## config.mk

```make
export PLATFORM = sky130hd
export DESIGN_NAME = me_frame_scheduler
export DESIGN_NICKNAME = d
export VERILOG_FILES = /design/src/rtl/me_frame_scheduler_pkg.sv /design/src/rtl/me_frame_scheduler_best_tracker.sv /design/src/rtl/me_frame_scheduler.sv
export SDC_FILE = /design/constraint.sdc
export NUM_CORES = 1
export LEC_CHECK = 0
export BUFFER_PORTS_ARGS = -buffer_cell sky130_fd_sc_hd__buf_2
export CAP_MARGIN = 20
export CELL_PAD_IN_SITES_DETAIL_PLACEMENT = 1
export CELL_PAD_IN_SITES_GLOBAL_PLACEMENT = 1
export CORE_ASPECT_RATIO = 0.7
export CORE_MARGIN = 8
export CORE_UTILIZATION = 49
export CTS_BUF_LIST = sky130_fd_sc_hd__clkbuf_8
export CTS_CLUSTER_DIAMETER = 60
export DETAILED_ROUTE_END_ITERATION = 10
export GPL_TIMING_DRIVEN = 0
export PLACE_DENSITY_LB_ADDON = 0.25
export SLEW_MARGIN = 0
export SYNTH_ARGS = -nofsm -noshare
export SYNTH_HDL_FRONTEND = slang
export SYNTH_HIERARCHICAL = 1
export SYNTH_SLANG_ARGS = --single-unit
```

## constraint.sdc

```tcl
create_clock -name clk -period 12.6 [get_ports clk]
set_clock_uncertainty 0.1 [all_clocks]
set_input_delay 1.26 -clock clk [delete_from_list [all_inputs] [get_ports clk]]
set_output_delay 1.26 -clock clk [all_outputs]
set_load 0.1 [all_outputs]
```

## src/rtl/me_frame_scheduler_pkg.sv

```systemverilog
// Shared encodings and default widths for the motion-estimation frame scheduler.
// Pure declarations; no latency or flow control.
package me_frame_scheduler_pkg;

  localparam int SAD_W     = 16;
  localparam int MV_W      = 7;
  localparam int MB_W      = 8;
  localparam int BASE_W    = 16;
  // One 16x16 block of 8-bit pixels is 32 words of 64 bits.
  localparam int CUR_SHIFT = 5;

  typedef enum logic [2:0] {
    S_IDLE,
    S_LAUNCH,
    S_WAIT,
    S_REPORT,
    S_NEXT,
    S_FDONE
  } state_t;

endpackage

```

## src/rtl/me_frame_scheduler_best_tracker.sv

```systemverilog
// Running minimum SAD and its motion vector; next-best is combinational, state updates each clock.
// Strict less-than keeps the earliest candidate on ties; init overrides any candidate.
module me_best_tracker #(
  parameter int SAD_W = me_frame_scheduler_pkg::SAD_W,
  parameter int MV_W  = me_frame_scheduler_pkg::MV_W
) (
  input  logic             clk,
  input  logic             reset,
  input  logic             init,
  input  logic             sad_valid,
  input  logic [SAD_W-1:0] sad_value,
  input  logic [MV_W-1:0]  sad_mvx,
  input  logic [MV_W-1:0]  sad_mvy,
  output logic [SAD_W-1:0] nxt_sad,
  output logic [MV_W-1:0]  nxt_mvx,
  output logic [MV_W-1:0]  nxt_mvy
);

  logic [SAD_W-1:0] r_best_sad;
  logic [MV_W-1:0]  r_best_mvx;
  logic [MV_W-1:0]  r_best_mvy;

  always_comb begin
    nxt_sad = r_best_sad;
    nxt_mvx = r_best_mvx;
    nxt_mvy = r_best_mvy;
    if (init) begin
      nxt_sad = '1;
      nxt_mvx = '0;
      nxt_mvy = '0;
    end else if (sad_valid && (sad_value < r_best_sad)) begin
      nxt_sad = sad_value;
      nxt_mvx = sad_mvx;
      nxt_mvy = sad_mvy;
    end
  end

  always_ff @(posedge clk or negedge reset) begin
    if (!reset) begin
      r_best_sad <= '1;
      r_best_mvx <= '0;
      r_best_mvy <= '0;
    end else begin
      r_best_sad <= nxt_sad;
      r_best_mvx <= nxt_mvx;
      r_best_mvy <= nxt_mvy;
    end
  end

endmodule

```

## src/rtl/me_frame_scheduler.sv

```systemverilog
// Walks a frame per macroblock, launches one search each, reports best SAD/MV over valid/ready.
// Overhead 3 cycles per macroblock plus res_ready stall; ME_SCHED_STATS_EN adds frame_sad/mb_count.
module me_frame_scheduler #(
  parameter int max_r = 2,
  parameter int SAD_W = me_frame_scheduler_pkg::SAD_W,
  parameter int MV_W  = me_frame_scheduler_pkg::MV_W,
  parameter int MB_W  = me_frame_scheduler_pkg::MB_W
) (
  input  logic             clk,
  input  logic             reset,
  input  logic             frame_start,
  input  logic [MB_W-1:0]  mb_cols,
  input  logic [MB_W-1:0]  mb_rows,
  input  logic [max_r-1:0] r_cfg,
  output logic             me_go,
  output logic [max_r-1:0] me_r,
  output logic [15:0]      cur_base,
  input  logic             me_done,
  input  logic             sad_valid,
  input  logic [SAD_W-1:0] sad_value,
  input  logic [MV_W-1:0]  sad_mvx,
  input  logic [MV_W-1:0]  sad_mvy,
  output logic             res_valid,
  input  logic             res_ready,
  output logic [MB_W-1:0]  res_mbx,
  output logic [MB_W-1:0]  res_mby,
  output logic [SAD_W-1:0] res_sad,
  output logic [MV_W-1:0]  res_mvx,
  output logic [MV_W-1:0]  res_mvy,
  output logic             busy,
  output logic             frame_done
`ifdef ME_SCHED_STATS_EN
  ,
  output logic [SAD_W+15:0] frame_sad,
  output logic [15:0]       mb_count
`endif
);
  import me_frame_scheduler_pkg::*;

  state_t           r_state;
  logic [MB_W-1:0]  r_cols, r_rows, r_mbx, r_mby;
  logic [max_r-1:0] r_range;
  logic             r_me_go, r_busy, r_frame_done, r_res_valid;
  logic [MB_W-1:0]  r_res_mbx, r_res_mby;
  logic [SAD_W-1:0] r_res_sad;
  logic [MV_W-1:0]  r_res_mvx, r_res_mvy;

  logic             w_hs, w_last_col, w_last_row;
  logic [31:0]      w_lin;
  logic [SAD_W-1:0] w_nxt_sad;
  logic [MV_W-1:0]  w_nxt_mvx, w_nxt_mvy;

  assign w_hs       = r_res_valid & res_ready;
  assign w_last_col = (r_mbx == r_cols - MB_W'(1));
  assign w_last_row = (r_mby == r_rows - MB_W'(1));
  assign w_lin      = 32'(r_mby) * 32'(r_cols) + 32'(r_mbx);

  me_best_tracker #(
    .SAD_W(SAD_W),
    .MV_W (MV_W)
  ) u_best (
    .clk      (clk),
    .reset    (reset),
    .init     (r_state == S_LAUNCH),
    .sad_valid(sad_valid && (r_state == S_WAIT)),
    .sad_value(sad_value),
    .sad_mvx  (sad_mvx),
    .sad_mvy  (sad_mvy),
    .nxt_sad  (w_nxt_sad),
    .nxt_mvx  (w_nxt_mvx),
    .nxt_mvy  (w_nxt_mvy)
  );

  always_ff @(posedge clk or negedge reset) begin
    if (!reset) begin
      r_state      <= S_IDLE;
      r_cols       <= '0;
      r_rows       <= '0;
      r_mbx        <= '0;
      r_mby        <= '0;
      r_range      <= '0;
      r_me_go      <= 1'b0;
      r_busy       <= 1'b0;
      r_frame_done <= 1'b0;
      r_res_valid  <= 1'b0;
      r_res_mbx    <= '0;
      r_res_mby    <= '0;
      r_res_sad    <= '1;
      r_res_mvx    <= '0;
      r_res_mvy    <= '0;
    end else begin
      r_me_go      <= 1'b0;
      r_frame_done <= 1'b0;
      case (r_state)
        S_IDLE: begin
          if (frame_start) begin
            r_cols  <= mb_cols;
            r_rows  <= mb_rows;
            r_range <= r_cfg;
            r_mbx   <= '0;
            r_mby   <= '0;
            r_busy  <= 1'b1;
            if ((mb_cols == '0) || (mb_rows == '0)) begin
              r_state      <= S_FDONE;
              r_frame_done <= 1'b1;
            end else begin
              r_state <= S_LAUNCH;
              r_me_go <= 1'b1;
            end
          end
        end
        S_LAUNCH: r_state <= S_WAIT;
        S_WAIT: begin
          // A candidate arriving with me_done is already folded into w_nxt_*.
          if (me_done) begin
            r_state     <= S_REPORT;
            r_res_valid <= 1'b1;
            r_res_mbx   <= r_mbx;
            r_res_mby   <= r_mby;
            r_res_sad   <= w_nxt_sad;
            r_res_mvx   <= w_nxt_mvx;
            r_res_mvy   <= w_nxt_mvy;
          end
        end
        S_REPORT: begin
          if (w_hs) begin
            r_res_valid <= 1'b0;
            if (w_last_col && w_last_row) begin
              r_state      <= S_FDONE;
              r_frame_done <= 1'b1;
            end else begin
              r_state <= S_NEXT;
            end
          end
        end
        S_NEXT: begin
          if (w_last_col) begin
            r_mbx <= '0;
            r_mby <= r_mby + MB_W'(1);
          end else begin
            r_mbx <= r_mbx + MB_W'(1);
          end
          r_state <= S_LAUNCH;
          r_me_go <= 1'b1;
        end
        S_FDONE: begin
          r_state <= S_IDLE;
          r_busy  <= 1'b0;
        end
        default: begin
          r_state <= S_IDLE;
          r_busy  <= 1'b0;
        end
      endcase
    end
  end

  assign me_go      = r_me_go;
  assign me_r       = r_range;
  assign cur_base   = 16'(w_lin << CUR_SHIFT);
  assign res_valid  = r_res_valid;
  assign res_mbx    = r_res_mbx;
  assign res_mby    = r_res_mby;
  assign res_sad    = r_res_sad;
  assign res_mvx    = r_res_mvx;
  assign res_mvy    = r_res_mvy;
  assign busy       = r_busy;
  assign frame_done = r_frame_done;

`ifdef ME_SCHED_STATS_EN
  logic [SAD_W+15:0] r_frame_sad;
  logic [15:0]       r_mb_count;
  logic [SAD_W+16:0] w_sum;

  assign w_sum = {1'b0, r_frame_sad} + (SAD_W+17)'(r_res_sad);

  always_ff @(posedge clk or negedge reset) begin
    if (!reset) begin
      r_frame_sad <= '0;
      r_mb_count  <= '0;
    end else if ((r_state == S_IDLE) && frame_start) begin
      r_frame_sad <= '0;
      r_mb_count  <= '0;
    end else if (w_hs) begin
      r_frame_sad <= w_sum[SAD_W+16] ? '1 : w_sum[SAD_W+15:0];
      r_mb_count  <= r_mb_count + 16'd1;
    end
  end

  assign frame_sad = r_frame_sad;
  assign mb_count  = r_mb_count;
`endif

endmodule

```

==> reports/metrics.csv <==
stage,metric,value,unit
status,status,"complete, no violations",
final_layout,share of layout cells above drive strength 1,0.264,
global_route,largest net degree at the start of global routing,76,
setup_path,Buffers & Inverters on Critical Path,6,
route,Vias/cell,5.42,
pwr,VDD IR max,0.0586,mV
synth,Cells after Synth,774,
route,wire length per cell,19.1,um
synth,ys async rst share,1.00,
placed_design,Final HPWL DP,16200,um
final_layout,area grow syn2layout,16.4,%
route,DRT antenna net count,0,
setup_path,critical path class,flop to primary output,
sta,Least-Margin Pin Slew,730,ps
sta,RSZ-0062 raised after global routing,no,
global_route,first-pass GRT wire length,35300,um
clocking,CTS Sinks,117,
setup_path,crit path DAT,5810,ps
floorplanning,Initial Util,0.498,
clocking,Num CTS Buffers,17,
route,drt initial violations,291,
pwr,Pwr Density,83.6,nW/um^2
flow_run,max cap viols,0,
floorplanning,I/O Pins,122,
global_route,number of global-route vias before repair,6956,
route,DR pass1 iterations,4,
placed_design,PortBufs,116,
synth,warnings from Yosys,6,
setup_path,crit path cell chain,clkbuf_1 -> clkbuf_1 -> nand2_1 -> fa_1 -> inv_1 -> fa_1 -> ha_1 -> inv_1 -> fa_1 -> inv_1 -> ha_1 -> a21o_1 -> a21oi_1 -> nor2b_1 -> o21a_1 -> o41ai_1 -> xnor2_1 -> buf_2,
clocking,CTS resizes,0,
clocking,clock root buffer,clkbuf_8,
sta,final hold violation count,0,
sta,setup TNS,0,ps
synth,"Seq/Total Area, Yosys",0.387,
synth,Area contributors post-synth,"dfrtp_1, dfstp_2, fa_1",
clocking,CTS tree,yes,
route,vias,6105,
sta,"Setup violations, final",0,
sta,crit share post-route,0.569,
floorplanning,core area,15400,um^2
pwr,Leakage,4.41,nW
route,Routed WL,21500,um
synth,share of the synthesized area in the top cell type,0.277,
clocking,htree depth,4,
synth,#FFs+latches synth,117,
sta,fin worst setup slack,5430,ps
sta,Final min period,7170,ps
floorplanning,die height,121,um
min_path,worst hold-check path type,flop to flop,
final_layout,Fillers,1794,
synth,Synth Flop Type,dfrtp_1,
setup_path,CP Max Fanout,10,
placed_design,GPL Wtd Cong,0.869,
setup_path,Critical Path RT,11240,ps
floorplanning,Die X-Extent,166,um
floorplanning,die area,20000,um^2
floorplanning,row count,38,
global_route,overall routing resource usage,0.222,
setup_path,CP peak stage delay,590,ps
global_route,"Remaining Overflow, GRT",0,
clocking,clk slew on worst S/H paths,80,ps
clocking,CTS Buffer Depth,2,
synth,Post-Syn Area,7670,um^2
clocking,Post-CTS Setup Inserts,0,
final_layout,n_diodes,0,
setup_path,CP top delay family,adder cells,
synth,synth unique cells,61,
setup_path,CP Capture Type,primary output,
synth,syn_area_per_cell,9.91,um^2
synth,Post-synth EDFFs,0,
final_layout,final cell utilization of the core,0.580,
sta,achievable frequency,139,MHz
synth,Synth area leader,dfrtp_1,
route,# DRC,0,
final_layout,Nets,1043,
setup_path,CP Launch Type,flop,
clocking,cts hold-fix bufs,0,
sta,Slew headroom,0.513,
setup_path,crit path max-delay cell type,fa_1,
placed_design,pre-CTS setup slack,5880,ps
sta,"Slew Viols, Final",0,
global_route,initial antenna violation count,0,
clocking,Skew-Pair Late Insertion Delay,440,ps
cell type report:
type | count | area, um^2 | share of cell area
plain buffers | 48 | 224 | 0.0251
clock buffers | 17 | 234 | 0.0262
clock inverters | 15 | 149 | 0.0167
inverters | 77 | 289 | 0.0324
multi-input cells | 536 | 4200 | 0.471
flip-flops and latches | 117 | 2970 | 0.332
well taps | 200 | 250 | 0.0280
repair buffers | 117 | 611 | 0.0684
worst paths after layout:
kind                       startpoint           end  slack, ps  cells after the start
setup / recovery             r_mby[2]  cur_base[15]       5430                     18
hold / removal                me_r[0]       me_r[0]        390                      2
setup reg to reg            r_cols[1]    frame_done       9340                     11
hold reg to reg               me_r[0]       me_r[0]        390                      2
max in group asynchronous       reset   res_sad[15]      10900                      2
min in group asynchronous       reset    res_mbx[1]        720                      1
worst reg2reg max path, cell delays in order, from the launching register on:
cell and delay, ps:
dfrtp_1 420, clkbuf_1 260, inv_1 160, ha_1 150, clkbuf_1 280, nand2b_1 90, or4_1 400, a31o_2 270
a211oi_1 270, buf_2 300, nand4_1 140, o21ai_0 320
state kept, by name, summed over array words and instances (netlist names), 8 cells and up:
| signal | cells |
|---|---|
| r_cols | 8 |
| r_mbx | 8 |
| r_mby | 8 |
| r_rows | 8 |
| res_mbx | 8 |
| res_mby | 8 |
| res_sad | 16 |
| u_best/r_best_sad | 16 |
kinds of logic (layout without fill, tap and decap cells):
logic type,count (synthesis),count (layout),share of synthesized area
AO/OA/AOI/OAI,72,72,0.0657
XOR/XNOR,34,34,0.0406
adder cells (fa/ha/maj),75,75,0.158
buffers and inverters,125,274,0.0669
flip-flops,117,117,0.387
multiplexers,81,81,0.113
other,1,5,0.000489
AND/OR/NAND/NOR,269,269,0.168
through the flow:
stage / hold slack [ps] / cell area [um^2] / total power [mW] / std cells
2_1_floorplan: 362 / 7680 / 0.395 / 778
3_3_place_gp: 356 / 8520 / 0.413 / 1094
3_5_place_dp: 366 / 8550 / 0.416 / 1095
4_1_cts: 392 / 8930 / 0.752 / 1127
5_1_grt: 426 / 8930 / 0.771 / 1127
6_report: 391 / 8930 / 0.746 / 1127
layout by cell type (no fill, tap or decap), types with 3 or more instances in the layout:
cell type / count
clkbuf_1: 38
nor3_1: 10
nand4_1: 11
ha_1: 39
clkinvlp_4: 3
nand2b_1: 33
o211ai_1: 3
buf_6: 3
o21ai_0: 16
buf_4: 6
inv_1: 78
clkinv_4: 4
xnor2_1: 20
fa_1: 36
nor2_1: 48
inv_6: 4
a21o_1: 4
conb_1: 5
clkbuf_8: 17
mux2_2: 47
and3_1: 7
nand3_1: 9
a31oi_1: 3
a21oi_1: 18
buf_2: 117
or4_1: 4
nor4_1: 8
mux2i_1: 34
dfrtp_1: 85
dfstp_2: 32
xor2_1: 13
nand2_1: 109
and2_1: 16
power breakdown:
part           total (mW)  switching (mW)  leakage, nW  internal (mW)
combinational      0.0328          0.0223         2.86         0.0106
clock               0.338           0.177        0.189          0.161
sequential          0.376               0         1.36          0.376
synth_stat cells, types with 20 or more instances:
| cell type | n |
|---|---|
| mux2_2 | 47 |
| nor2_1 | 48 |
| inv_1 | 77 |
| xnor2_1 | 20 |
| clkbuf_1 | 38 |
| dfstp_2 | 32 |
| mux2i_1 | 34 |
| fa_1 | 36 |
| nand2_1 | 109 |
| nand2b_1 | 33 |
| ha_1 | 39 |
| dfrtp_1 | 85 |
routing by layer:
layer	track usage	vias to the layer above	share of wire	routed length, um
li1	-	2832	-	-
met5	0	-	0	0
met2	0.369	141	0.49	10500
met1	0.285	3100	0.45	9660
met4	0.0695	0	0.016	352
met3	0.0475	32	0.047	1010
(Power assumes the default switching activity.)
